==> src/rtl/xor_slice_sequencer.sv <==
// rtl/xor_slice_sequencer.sv - round-robin sequencer sharing one narrow XOR slice between two requesters
module xor_slice_sequencer #(
  parameter int DATA_W  = 32,
  parameter int SLICE_W = 8
) (
  input  logic              clk,
  input  logic              rst_n,
  input  logic [1:0]        req_valid,
  output logic [1:0]        req_ready,
  input  logic [DATA_W-1:0] req_a0,
  input  logic [DATA_W-1:0] req_b0,
  input  logic [DATA_W-1:0] req_a1,
  input  logic [DATA_W-1:0] req_b1,
  output logic [SLICE_W-1:0] slice_in1,
  output logic [SLICE_W-1:0] slice_in2,
  input  logic [SLICE_W-1:0] slice_out,
  output logic              slice_en,
  output logic              resp_valid,
  input  logic              resp_ready,
  output logic [DATA_W-1:0] resp_data,
  output logic              resp_id,
  output logic              busy
);

  localparam int NSL   = DATA_W / SLICE_W;
  localparam int CNT_W = (NSL > 1) ? $clog2(NSL) : 1;

  typedef enum logic [1:0] {
    S_IDLE = 2'd0,
    S_RUN  = 2'd1,
    S_DONE = 2'd2
  } state_t;

  state_t            state_q, state_d;
  logic [CNT_W-1:0]  cnt_q, cnt_d;
  logic [DATA_W-1:0] a_q, a_d;
  logic [DATA_W-1:0] b_q, b_d;
  logic [DATA_W-1:0] res_q, res_d;
  logic              id_q, id_d;
  logic              last_grant_q, last_grant_d;
  logic              grant;

  // Arbitration: a lone requester wins; on contention the one not served last wins.
  always_comb begin
    grant = 1'b0;
    if (req_valid == 2'b11) begin
      grant = ~last_grant_q;
    end else if (req_valid[1]) begin
      grant = 1'b1;
    end
  end

  // Next-state, lane steering and result assembly.
  always_comb begin
    state_d      = state_q;
    cnt_d        = cnt_q;
    a_d          = a_q;
    b_d          = b_q;
    res_d        = res_q;
    id_d         = id_q;
    last_grant_d = last_grant_q;
    req_ready    = 2'b00;
    slice_in1    = '0;
    slice_in2    = '0;
    slice_en     = 1'b0;
    resp_valid   = 1'b0;

    case (state_q)
      S_IDLE: begin
        if (req_valid[grant]) begin
          // Operands are captured only here; later input changes are ignored.
          req_ready[grant] = 1'b1;
          a_d          = grant ? req_a1 : req_a0;
          b_d          = grant ? req_b1 : req_b0;
          id_d         = grant;
          last_grant_d = grant;
          cnt_d        = '0;
          state_d      = S_RUN;
        end
      end

      S_RUN: begin
        slice_en = 1'b1;
        for (int i = 0; i < NSL; i++) begin
          if (cnt_q == CNT_W'(i)) begin
            slice_in1 = a_q[i*SLICE_W +: SLICE_W];
            slice_in2 = b_q[i*SLICE_W +: SLICE_W];
            res_d[i*SLICE_W +: SLICE_W] = slice_out;
          end
        end
        if (cnt_q == CNT_W'(NSL - 1)) begin
          cnt_d   = '0;
          state_d = S_DONE;
        end else begin
          cnt_d = cnt_q + CNT_W'(1);
        end
      end

      S_DONE: begin
        resp_valid = 1'b1;
        if (resp_ready) begin
          state_d = S_IDLE;
        end
      end

      default: begin
        state_d = S_IDLE;
      end
    endcase
  end

  // State and datapath registers; reset discards any operation in flight.
  always_ff @(posedge clk or negedge rst_n) begin
    if (!rst_n) begin
      state_q      <= S_IDLE;
      cnt_q        <= '0;
      a_q          <= '0;
      b_q          <= '0;
      res_q        <= '0;
      id_q         <= 1'b0;
      last_grant_q <= 1'b1;
    end else begin
      state_q      <= state_d;
      cnt_q        <= cnt_d;
      a_q          <= a_d;
      b_q          <= b_d;
      res_q        <= res_d;
      id_q         <= id_d;
      last_grant_q <= last_grant_d;
    end
  end

  assign busy      = (state_q != S_IDLE);
  assign resp_data = res_q;
  assign resp_id   = id_q;

endmodule

==> config.mk <==
export PLATFORM = sky130hd
export DESIGN_NAME = xor_slice_sequencer
export DESIGN_NICKNAME = d
export VERILOG_FILES = /design/src/rtl/xor_slice_sequencer.sv
export SDC_FILE = /design/constraint.sdc
export NUM_CORES = 1
export LEC_CHECK = 0
export CORE_MARGIN = 2
export CORE_UTILIZATION = 28
export CTS_CLUSTER_DIAMETER = 60
export CTS_CLUSTER_SIZE = 30
export DETAILED_ROUTE_END_ITERATION = 12
export HOLD_SLACK_MARGIN = 0.05
export SLEW_MARGIN = 0
export SYNTH_ARGS = -nofsm -noshare
export SYNTH_HDL_FRONTEND = slang
export SYNTH_SLANG_ARGS = --single-unit
==> constraint.sdc <==
create_clock -name clk -period 3.4 [get_ports clk]
set_input_delay 0.68 -clock clk [delete_from_list [all_inputs] [get_ports clk]]
set_output_delay 0.68 -clock clk [all_outputs]
set_load 0.05 [all_outputs]
# ---- Word level (Yosys, flattened, before mapping)
# Cells that the tools add are included.
dict set report totals {
  output_inout_bits 54
  word_cells 64
  regBits 102
  in_bits 141
}
dict set report op_classes {
  reduce_logical 12
  n_eq_ne 9
  order_cmp 2
  bitwise_logic 1
  n_addsub 1
  n_mux 29
}
# op n
set op_table {}
lappend op_table {{2-to-1 mux 8 bit} 10}
lappend op_table {{2-to-1 mux 32 bit} 2}
lappend op_table {{2-to-1 mux 2 bit} 7}
lappend op_table {{AND reduction 2 bit} 6}
lappend op_table {{== test 2 bit (second input constant)} 4}
lappend op_table {{2-to-1 mux 1 bit} 7}
lappend op_table {{!= test 2 bit (second input constant)} 3}
lappend op_table {{case mux 2 bit (3 select lines)} 1}
lappend op_table {{== test 2 x 1 -> 1 bit (second input constant)} 2}
lappend op_table {{zero test 2 bit} 2}
lappend op_table {{case mux 2 bit (2 select lines)} 1}
lappend op_table {{nonzero test 2 bit} 2}
lappend op_table {{AND reduction 3 bit} 1}
lappend op_table {{adder 2 x 1 -> 2 bit (second input constant)} 1}
lappend op_table {{< comparator 1 x 2 -> 1 bit (second input constant)} 1}
lappend op_table {{demux 1 bit (select 1 bit)} 1}
lappend op_table {{>= comparator 1 bit (second input constant)} 1}
lappend op_table {{logical AND 1 bit} 1}
lappend op_table {{inverter 1 bit} 1}

# ---- Logic depth before layout (Yosys ltp)
dict set report logic_depth {
  ltp_word 8
  ltp_mapped 7
}

# ---- Least setup slack after synthesis
# OpenSTA, ideal clock, no wires.
dict set report synth_timing {
  path_kind {register -> output}
  startpoint {register cnt_q[0]}
  endpoint {output slice_in1[0]}
  arrival_ns 2.981
  slack_ns -0.261
  required_time_ns 2.720
  stages_incl_launch_ff 7
  path_cell_list {dfrtp_1 > ha_1 > buf_2 > nor2b_1 > buf_4 > a221oi_1 > o41ai_1}
}
dict set report synth_via {
  elab_chain_cells 6
  elab_cells_between_ends 9
}
# item line_no
set synth_lines {}
lappend synth_lines {{start: declaration} 35} ;# logic [CNT_W-1:0] cnt_q, cnt_d;
lappend synth_lines {{start signal: assignment} 124} ;# cnt_q <= cnt_d;
lappend synth_lines {{zero test 2 bit} 85} ;# if (cnt_q == CNT_W'(i)) begin
lappend synth_lines {{2-to-1 mux 8 bit (3 in a row)} 85}
lappend synth_lines {{2-to-1 mux 8 bit (*)} 85}
lappend synth_lines {{2-to-1 mux 8 bit (*)} 68} ;# case (state_q)
lappend synth_lines {{end: declaration} 14} ;# output logic [SLICE_W-1:0] slice_in1,
# Every way passes the cells marked *; elsewhere a longest branch is shown, timed or not.

# ---- Worst setup path in the final report
dict set report layout_timing {
  startpoint {input req_valid[1]}
  endpoint {output req_ready[0]}
}
dict set report layout_via {
  elab_chain_cells 8
  elab_cells_between_ends 12
}
# item line_no
set layout_lines {}
lappend layout_lines {{start: declaration} 8} ;# input logic [1:0] req_valid,
lappend layout_lines {{== test 2 bit / 2-to-1 mux 1 bit (equally long branches)} {46, 48}}
lappend layout_lines {{2-to-1 mux 1 bit} 46} ;# if (req_valid == 2'b11) begin
lappend layout_lines {{< comparator 1 x 2 -> 1 bit (implied by the code) / >= comparator 1 bit (equally long branches)} 72} ;# req_ready[grant] = 1'b1;
lappend layout_lines {{logical AND 1 bit (implied by the code)} 72}
lappend layout_lines {{2-to-1 mux 1 bit (implied by the code)} 72}
lappend layout_lines {{demux 1 bit (select 1 bit)} 72}
lappend layout_lines {{2-to-1 mux 2 bit (*)} 70} ;# if (req_valid[grant]) begin
lappend layout_lines {{2-to-1 mux 2 bit (*)} 68}
lappend layout_lines {{end: declaration} 9} ;# output logic [1:0] req_ready,
# Every way passes the cells marked *; elsewhere a longest branch is shown, timed or not. The select of a mux whose other input is x is not followed.

==> run metrics <==
status complete, no violations; FILL cells 1594; setup ws final 0.358 ns; clock transition at the registers of the reported paths 0.06 ns; pin count of the biggest net entering global routing 57; commonest non-fill, non-tap cell in the layout clkdlybuf4s50_1; GR Overflow Total 0; Logic pwr share 0.612; starting density of the core 0.288; syn nets 537; post-synth top area cell dfrtp_1; crit share post-route 0.895; sw frac 0.442; FF-to-FF Start state_q[1]$_DFFE_PN0P_; Int Power 0.00467 W; Final Non-Filler Cells 807; synthesis-to-layout area growth 54.5%; nature of the critical path endpoint output port; CTS resizes 0; first-pass detailed-route iteration total 4; clock sinks 102; FF-to-FF End resp_data[3]$_DFFE_PN0P_; DRC 0; I/O pins 195; syn_area_per_cell 12.8 sq um; Post-Syn Area 5020 sq um; drt total wl 15.4 mm; Hold Crit Class input pin to async pin; drt via density 4.92; PwrDens 1080 nW/um^2; kind of critical path input pin to output port; GRT Total Usage 0.166; Inst Count DP 794; root buffer cell clkbuf_16; Core ar. 17400 sq um; Rel. slew slack 0.301; Worst Reg2Reg Path Length in Cells 6; RSZ-0062 raised after global routing no; DR iter-0 viols 162; Final Cell Area 7750 sq um; Yosys top cell area share 0.504; Sw Pwr 0.00370 W; Hold Vio Cnt, Final 0; wire length per cell 19.0 microns; Seq/Total Area, Yosys 0.509; vias 3970; leakage 3.23 nW; GP Congestion 0.842; Bufs on Longest Clock Path 2; CP max FO 28; Worst-Margin Slew 1.04 ns; Die Area 19000 sq um; fin crit period 3.04 ns; dpl hpwl 11.6 mm; startpoint types input pin; Placed Area 7470 sq um; CTS tree built; antenna cells 0; clk_lat worst skew 0.34 ns; initial antenna violation count 0; max frequency 0.329 GHz; Clock power frac 0.121; port buffer count 194; synthesis warning total 0; setup tns final 0 ns; Hold-fix buffers, CTS 0; Final Max Slew Viols 0; Post-CTS Setup Bufs 0; Core Rows 48; power share of the sequential group 0.267; first-pass GRT wire length 23.4 mm; clk_skew 0.00547 ns; die height 138 microns; die width 138 microns; setup slack, reg-to-reg 0.81 ns; Num CTS Buffers 9; Antenna Nets Post-Route 0; Final #Nets 725; pre-CTS setup slack 0.361 ns; total of max-cap violations 0; commonest cells after routing, fill and taps aside 174 x clkdlybuf4s50_1, 101 x dfrtp_1, 87 x mux2_2; register bit total from synthesis 102; Worst IR Drop VDD 0.579 mV; CP required 2.72 ns; htree depth 3; Final setup viols 0; dominant cells by area after synthesis dfrtp_1 50%, mux2_2 20%, a221o_1 5.4%; Yosys cell types 32; Synth Instances 392; vias in the first global route 4099; ratio of cells with drive above 1 in the final layout 0.273; critical path arrival 2.36 ns
cell type report:
class	instances	area [sq um]	area share
clock buffers	10	239	0.0308
clock inverters	3	46.3	0.00597
inverters	5	18.8	0.00242
multi-input cells	253	2420	0.312
flip-flops and latches	102	2550	0.329
well taps	225	282	0.0363
repair buffers	209	2190	0.283
Yosys cell counts:
master,count
buf_1,2
ha_1,4
nor2b_1,17
o21ai_0,3
o31ai_1,1
o41ai_1,15
buf_4,1
inv_1,4
mux2_2,87
buf_6,3
o21ai_1,1
a21oi_1,1
a21boi_2,1
and3_1,27
buf_2,10
dfrtp_1,101
clkbuf_1,16
nor3_1,2
mux2_1,19
nand2b_1,2
nand3_1,15
nor3_2,1
a21o_1,2
a21bo_1,1
a221o_1,27
a31o_2,1
nor2_1,4
clkinv_1,1
dfstp_2,1
a221oi_1,15
nand2_1,6
a32o_1,1
cells by family (layout without fill, tap and decap cells):
family / Yosys count / count (layout) / share of synthesized area
AND/OR/NAND/NOR: 74 / 74 / 0.0838
multiplexers: 106 / 106 / 0.238
adder cells (fa/ha/maj): 4 / 4 / 0.00998
AO/OA/AOI/OAI: 69 / 69 / 0.124
buffers and inverters: 37 / 227 / 0.0354
flip-flops: 102 / 102 / 0.509
critical path, cell delays in order:
cell	delay [ns]
clkdlybuf4s50_1	0.52
a21boi_2	0.83
nor3_4	0.09
buf_4	0.23
flip-flops by register name, summed over array words and instances, names as in the netlist:
register / count
a_q: 32
b_q: 32
resp_data: 32
cnt_q: 2
state_q: 2
last_grant_q: 1
resp_id: 1
stage by stage:
stage                     hold slack (ns)   util  power [W]
final                               0.381  0.445    0.00837
after global routing                0.443  0.445    0.00884
after CTS                           0.417  0.445    0.00848
after detailed placement            0.482  0.429    0.00743
after global placement              0.474  0.429    0.00734
after floorplan                     0.384      -    0.00540
power groups by stage:
| stage | Sequential [W] | Clock (W) | Combinational, W |
|---|---|---|---|
| after floorplan | 0.00283 | 0 | 0.00257 |
| after global placement | 0.00224 | 0 | 0.00510 |
| after detailed placement | 0.00225 | 0 | 0.00518 |
| after CTS | 0.00224 | 0.00105 | 0.00519 |
| after global routing | 0.00232 | 0.00110 | 0.00542 |
| final | 0.00224 | 0.00101 | 0.00512 |
worst max path at each step:
stage                            from  cells past startpoint  slack, ns      endpoint
6_report                 req_valid[1]                      4       0.36  req_ready[0]
2_1_floorplan    cnt_q[0]$_DFFE_PN0P_                      6       0.40  slice_in1[0]
3_3_place_gp             req_valid[1]                      4       0.42  req_ready[0]
4_1_cts        state_q[1]$_DFFE_PN0P_                      6       0.31  slice_in1[6]
5_1_grt        state_q[1]$_DFFE_PN0P_                      6       0.17  slice_in2[2]
3_5_place_dp             req_valid[1]                      4       0.36  req_ready[0]
per-layer routing:
metal,GRT usage,vias to the layer above,wire length (microns)
li1,-,1881,-
met1,0.223,1934,6870
met2,0.263,138,7240
met3,0.0475,17,980
met4,0.0459,0,260
met5,0,-,0
Note: power is estimated with default switching activity, not from simulation.
==> patch 1: new RTL, config.mk and constraints unchanged <==
The parameter `SLICE_W` goes from 8 to 16.
--- a/src/rtl/xor_slice_sequencer.sv
+++ b/src/rtl/xor_slice_sequencer.sv
@@ -1,7 +1,7 @@
 // rtl/xor_slice_sequencer.sv - round-robin sequencer sharing one narrow XOR slice between two requesters
 module xor_slice_sequencer #(
   parameter int DATA_W  = 32,
-  parameter int SLICE_W = 8
+  parameter int SLICE_W = 16
 ) (
   input  logic              clk,
   input  logic              rst_n,
Interface: changed (resized slice_in1, slice_in2 and slice_out); port bits go from 195 to 219. The function was not compared with the original's and may differ.
==> patch 1 against the original RTL <==
Sequential cell count fell by 1; routed wire length decreased by 4.7%; clock power grew 8%; sequential share of layout area grew 0.88 points; cell count grew 0.12%; setup slack got worse by 150 ps; power fell by 5.8%; die area decreased by 3.8%; synthesized cell count is 2.0% lower; synthesized area shrank 3.9%; final area decreased by 3.5%; register-to-register slack improved by 640 ps; first-iteration DRC count decreased by 8.0%.
==> patch 1: results (changes against the original RTL) <==
setup_path:
  crit_family: "buffers and inverters"
  reg2reg_from: "state_q[1]"
  reg2reg_depth: 3  # -3
  path_class: "reg -> out"
  critPathRequiredTime_ps: 2720  # about the same
  r2r_end: "resp_data[15]"
  r2r_setup_slack_ps: 1450  # +640 ps
  cp_max_fo: 25  # -11%
  cp-endpoint: "slice_in1[10]"
  cp_slowest_stage_delay_ps: 810  # -20 ps
  crit_slowest_cell: "clkdlybuf4s50_1"
sta:
  worst_pin_slew_ps: 696.5  # -345.4 ps
  timing.hold.ws_ps: 321.1  # -60.21 ps
  fmax_mhz: 312.8  # -4.8%
  skew_ps: 7.787  # +2.316 ps
synth:
  synthCells: 384  # -2.0%
  synthDistinctLibCells: 25  # -22%
  synth_area_leaders: "dfrtp_1, a221o_1, o21a_1, mux2i_1, mux2_2"
  synth-xor-area-share_pct: 0  # unchanged
  synth_fp_nets: 533  # -0.74%
  synthMuxAreaShare_pct: 14.13  # -9.7 points
  ys_seq_area_share_pct: 52.48  # +1.6 points
  synth_compound_area_share_pct: 24.15  # +12 points
  async_flop_share_pct: 100.0  # unchanged
  synth_warnings: 0  # unchanged
  synthTopCellsByCount: "dfrtp_1, a221o_1, o21a_1"
  synth_fa_ha_area_share_pct: 0  # -1.0 points
grt:
  antenna_found_initial: 0  # unchanged
  grt_usage_pct: 16.42  # -0.23 points
  grt_pass1_wl_mm: 23.40  # -0.18%
  first_global_vias: 4476  # +9.2%
  grt_max_degree: 66  # +16%
clock_network:
  root_buffer: "clkbuf_16"
  postCtsSetupBuffers: 0  # unchanged
  cts_buffer_depth: 2  # unchanged
  clk_pin_slew_ps: 70
  cts_made_buffers: 9  # unchanged
  clock_latency_ps: 350
  cts-resized-gates: 0  # unchanged
  htreeDepth: 3  # unchanged
power_and_ir_drop:
  ir_worst_vdd_v: 0.0005316  # -8.2%
  leakage_uw: 0.003051  # -5.4%
placement:
  place_congestion: 0.7575  # -10%
  dp_cells: 792  # -0.25%
  dp_worst_setup_slack_ps: 573.8  # +212.8 ps
  dp_hpwl_mm: 10.55  # -8.7%
  numPortBuffers: 218  # +12%
worst_hold_path:
  min_path_type: "in -> async"
routing:
  wire_per_inst_um: 18.10  # -4.8%
  vias: 4034  # +1.6%
  vias_per_cell: 4.993  # +1.5%
  drt_iter0_drc: 149  # -8.0%
  drt_pre_antenna_iters: 4  # unchanged
layout:
  layout-drive-gt1-share_pct: 10.71  # -17 points
  diodes: 0  # unchanged
  fillCellCount: 1585  # -0.56%
  final_net_count: 732  # +0.97%
status:
  status: "finished clean"
patch 1: metrics by stage:
stage                     total power, uW  area, um^2
after global placement               6791        7157
after detailed placement             6861        7157
after global routing                 8339        7478
after CTS                            7985        7478
after floorplan                      5406        4818
final                                7888        7478
patch 1: metal layers:
metal | GRT usage [%] | part of all wire (%) | up-vias
met5 | 0 | 0 | -
met3 | 2.881 | 6.0 | 13
met4 | 5.903 | 1.4 | 0
met2 | 27.64 | 48 | 165
li1 | - | - | 1860
met1 | 21.30 | 45 | 1996
patch 1: power by group:
part / switching [uW] / internal, uW / leakage (uW)
sequential: 350 / 1810 / 0.00122
combinational: 2740 / 1900 / 0.00167
clock: 452 / 634 / 0.000155
total: 3540 / 4340 / 0.00305
patch 1: cell type report:
cell class | count | area share, %
Clock buffer | 12 | 3.564
Clock inverter | 4 | 0.7362
Inverter | 3 | 0.1506
Multi-Input combinational cell | 241 | 27.39
Sequential cell | 101 | 33.83
Tap cell | 220 | 3.681
Timing Repair Buffer | 227 | 30.65
==> patch 2: new RTL, same flow settings <==
Made on the original files. `res_q` no longer has a reset.
--- a/src/rtl/xor_slice_sequencer.sv
+++ b/src/rtl/xor_slice_sequencer.sv
@@ -116,7 +116,6 @@
       cnt_q        <= '0;
       a_q          <= '0;
       b_q          <= '0;
-      res_q        <= '0;
       id_q         <= 1'b0;
       last_grant_q <= 1'b1;
     end else begin
@@ -124,10 +123,13 @@
       cnt_q        <= cnt_d;
       a_q          <= a_d;
       b_q          <= b_d;
-      res_q        <= res_d;
       id_q         <= id_d;
       last_grant_q <= last_grant_d;
     end
+  end
+
+  always_ff @(posedge clk) begin
+    res_q <= res_d;
   end
 
   assign busy      = (state_q != S_IDLE);
Function: differs if rst_n is asserted again (counterexample within 4 cycles, from zero or initial values and one cycle with rst_n low); with rst_n held inactive, the same outputs for 10 cycles.
==> patch 2 against the original RTL <==
Final area shrank 2.2%; utilization is 0.079 points lower; power shrank 12%; first-iteration DRC count shrank 48%; sequential share of layout area up 2.9 points; sequential cell count is the same; global-route usage is 1.4 points lower; synthesized cell count down 8.2%; setup slack got worse by 98 ps; synthesized area fell by 3.7%; combinational power down 18%; routed wire length down 10%; largest cell class unchanged; largest power group unchanged; highest routed layer unchanged.
==> patch 2: results (changes against the original RTL) <==
status:
  status: "finished clean"
synth:
  synth_edf_count: 32  # +32
  synth-seq-cells: 102  # unchanged
  synthTopCellsByCount: "dfrtp_1, mux2_2, edfxtp_1"
  synthDistinctLibCells: 33  # +3.1%
  ys_seq_area_share_pct: 56.19  # +5.3 points
  synth_warnings: 0  # unchanged
  async_flop_share_pct: 68.63  # -31 points
  synth_area_leaders: "dfrtp_1, edfxtp_1, mux2_2, a221o_1, mux2_1"
  synth_fp_nets: 505  # -6.0%
placement:
  dp_hpwl_mm: 10.47  # -9.4%
  place_congestion: 0.7511  # -11%
  dp_worst_setup_slack_ps: 404.5  # +43.45 ps
routing:
  vias: 3716  # -6.4%
  drt_iter0_drc: 85  # -48%
  wire_per_inst_um: 17.86  # -6.1%
  drt_pre_antenna_iters: 6  # +2
power_and_ir_drop:
  internal_power_uw: 4220  # -9.6%
  leakage_uw: 0.003031  # -6.1%
  ir_worst_vdd_v: 0.0005618  # -3.0%
sta:
  skew_ps: 9.219  # +3.749 ps
  worst_pin_slew_ps: 987.1  # -54.72 ps
layout:
  diodes: 0  # unchanged
  final_net_count: 689  # -5.0%
  layout-drive-gt1-share_pct: 22.95  # -4.4 points
  fillCellCount: 1563  # -1.9%
setup_path:
  crit_slowest_cell: "ha_1"
  cp_slowest_stage_delay_ps: 500  # -330 ps
  crit_family: "buffers and inverters"
  cp_max_fo: 18  # -36%
  cp.arrival_ps: 2460  # +100 ps
grt:
  grt_pass1_wl_mm: 21.09  # -10%
  grt_max_degree: 71  # +25%
  antenna_found_initial: 0  # unchanged
  grt_usage_pct: 15.22  # -1.4 points
  first_global_vias: 3795  # -7.4%
job:
  drv_cap: 0  # unchanged
clock_network:
  clk_pin_slew_ps: 70
  cts_buffer_depth: 2  # unchanged
  clock_latency_ps: 360  # +20 ps
-- patch 2: cell types whose count changed in the layout (fill, tap and decap cells not counted), moves of 2 or more --
cell / before / now
and2_1: 0 / 4
dfrtp_1: 101 / 69
buf_4: 20 / 14
edfxtp_1: 0 / 32
mux2_2: 87 / 55
nand2_1: 6 / 2
buf_12: 15 / 17
inv_8: 0 / 4
-- patch 2: metal layers --
| metal | part of all wire, % | vias to the layer above | global-route usage, % |
|---|---|---|---|
| met3 | 6.8 | 13 | 4.153 |
| li1 | - | 1781 | - |
| met2 | 48 | 124 | 25.21 |
| met4 | 1.2 | 0 | 4.514 |
| met1 | 44 | 1798 | 19.55 |
| met5 | 0 | - | 0 |
-- patch 2: cells by family after synthesis --
group,count (synthesis),share of synthesized area (%)
DFF,102,56.19
muxes,74,17.25
and+or+nand+nor,74,8.912
AOI/OAI and AO/OA,69,12.90
buffers and inverters,37,3.705
adders and majority gates,4,1.036
-- patch 2: area by class of cell --
class | count | area [um^2] | area share (%)
inverter | 5 | 18.77 | 0.2477
clock inverter | 7 | 78.83 | 1.040
multi-input combinational | 221 | 2072 | 27.34
timing repair buffer | 205 | 2187 | 28.86
sequential | 102 | 2714 | 35.82
clock buffer | 9 | 225.2 | 2.972
tap | 225 | 281.5 | 3.715
-- patch 2: worst register-to-register path, delay by kind of cell (launching register included) --
kind,cells,cell delay (ps)
adders and majority gates,1,750
and+or+nand+nor,1,610
DFF,1,420
-- patch 2: through the flow --
stage | instance area (um^2) | utilization, % | instances
after detailed placement | 7273 | 42.64 | 758
after CTS | 7577 | 44.42 | 774
after global placement | 7273 | 42.64 | 758
after global routing | 7577 | 44.42 | 774
after floorplan | 4942 | - | 360
final | 7577 | 44.42 | 774
-- patch 2: final timing paths --
check	startpoint	endpoint	slack, ps	depth (start not counted)
worst max register to register	cnt_q[0]	resp_data[28]	1260	2
max in group asynchronous	rst_n	b_q[27]	2400	1
min in group clk	b_q[17]	b_q[17]	510	1
worst min-delay path	rst_n	b_q[25]	450	1
worst min register to register	b_q[17]	b_q[17]	510	1
worst max-delay path	cnt_q[0]	slice_in2[0]	260	6
-- patch 2: power by group through the flow --
stage                     combinational [uW]  clock (uW)  sequential (uW)
after floorplan                         2300           0             2370
after global placement                  4220           0             2130
after detailed placement                4270           0             2140
after CTS                               4280        1070             2120
after global routing                    4470        1110             2180
final                                   4200        1040             2110
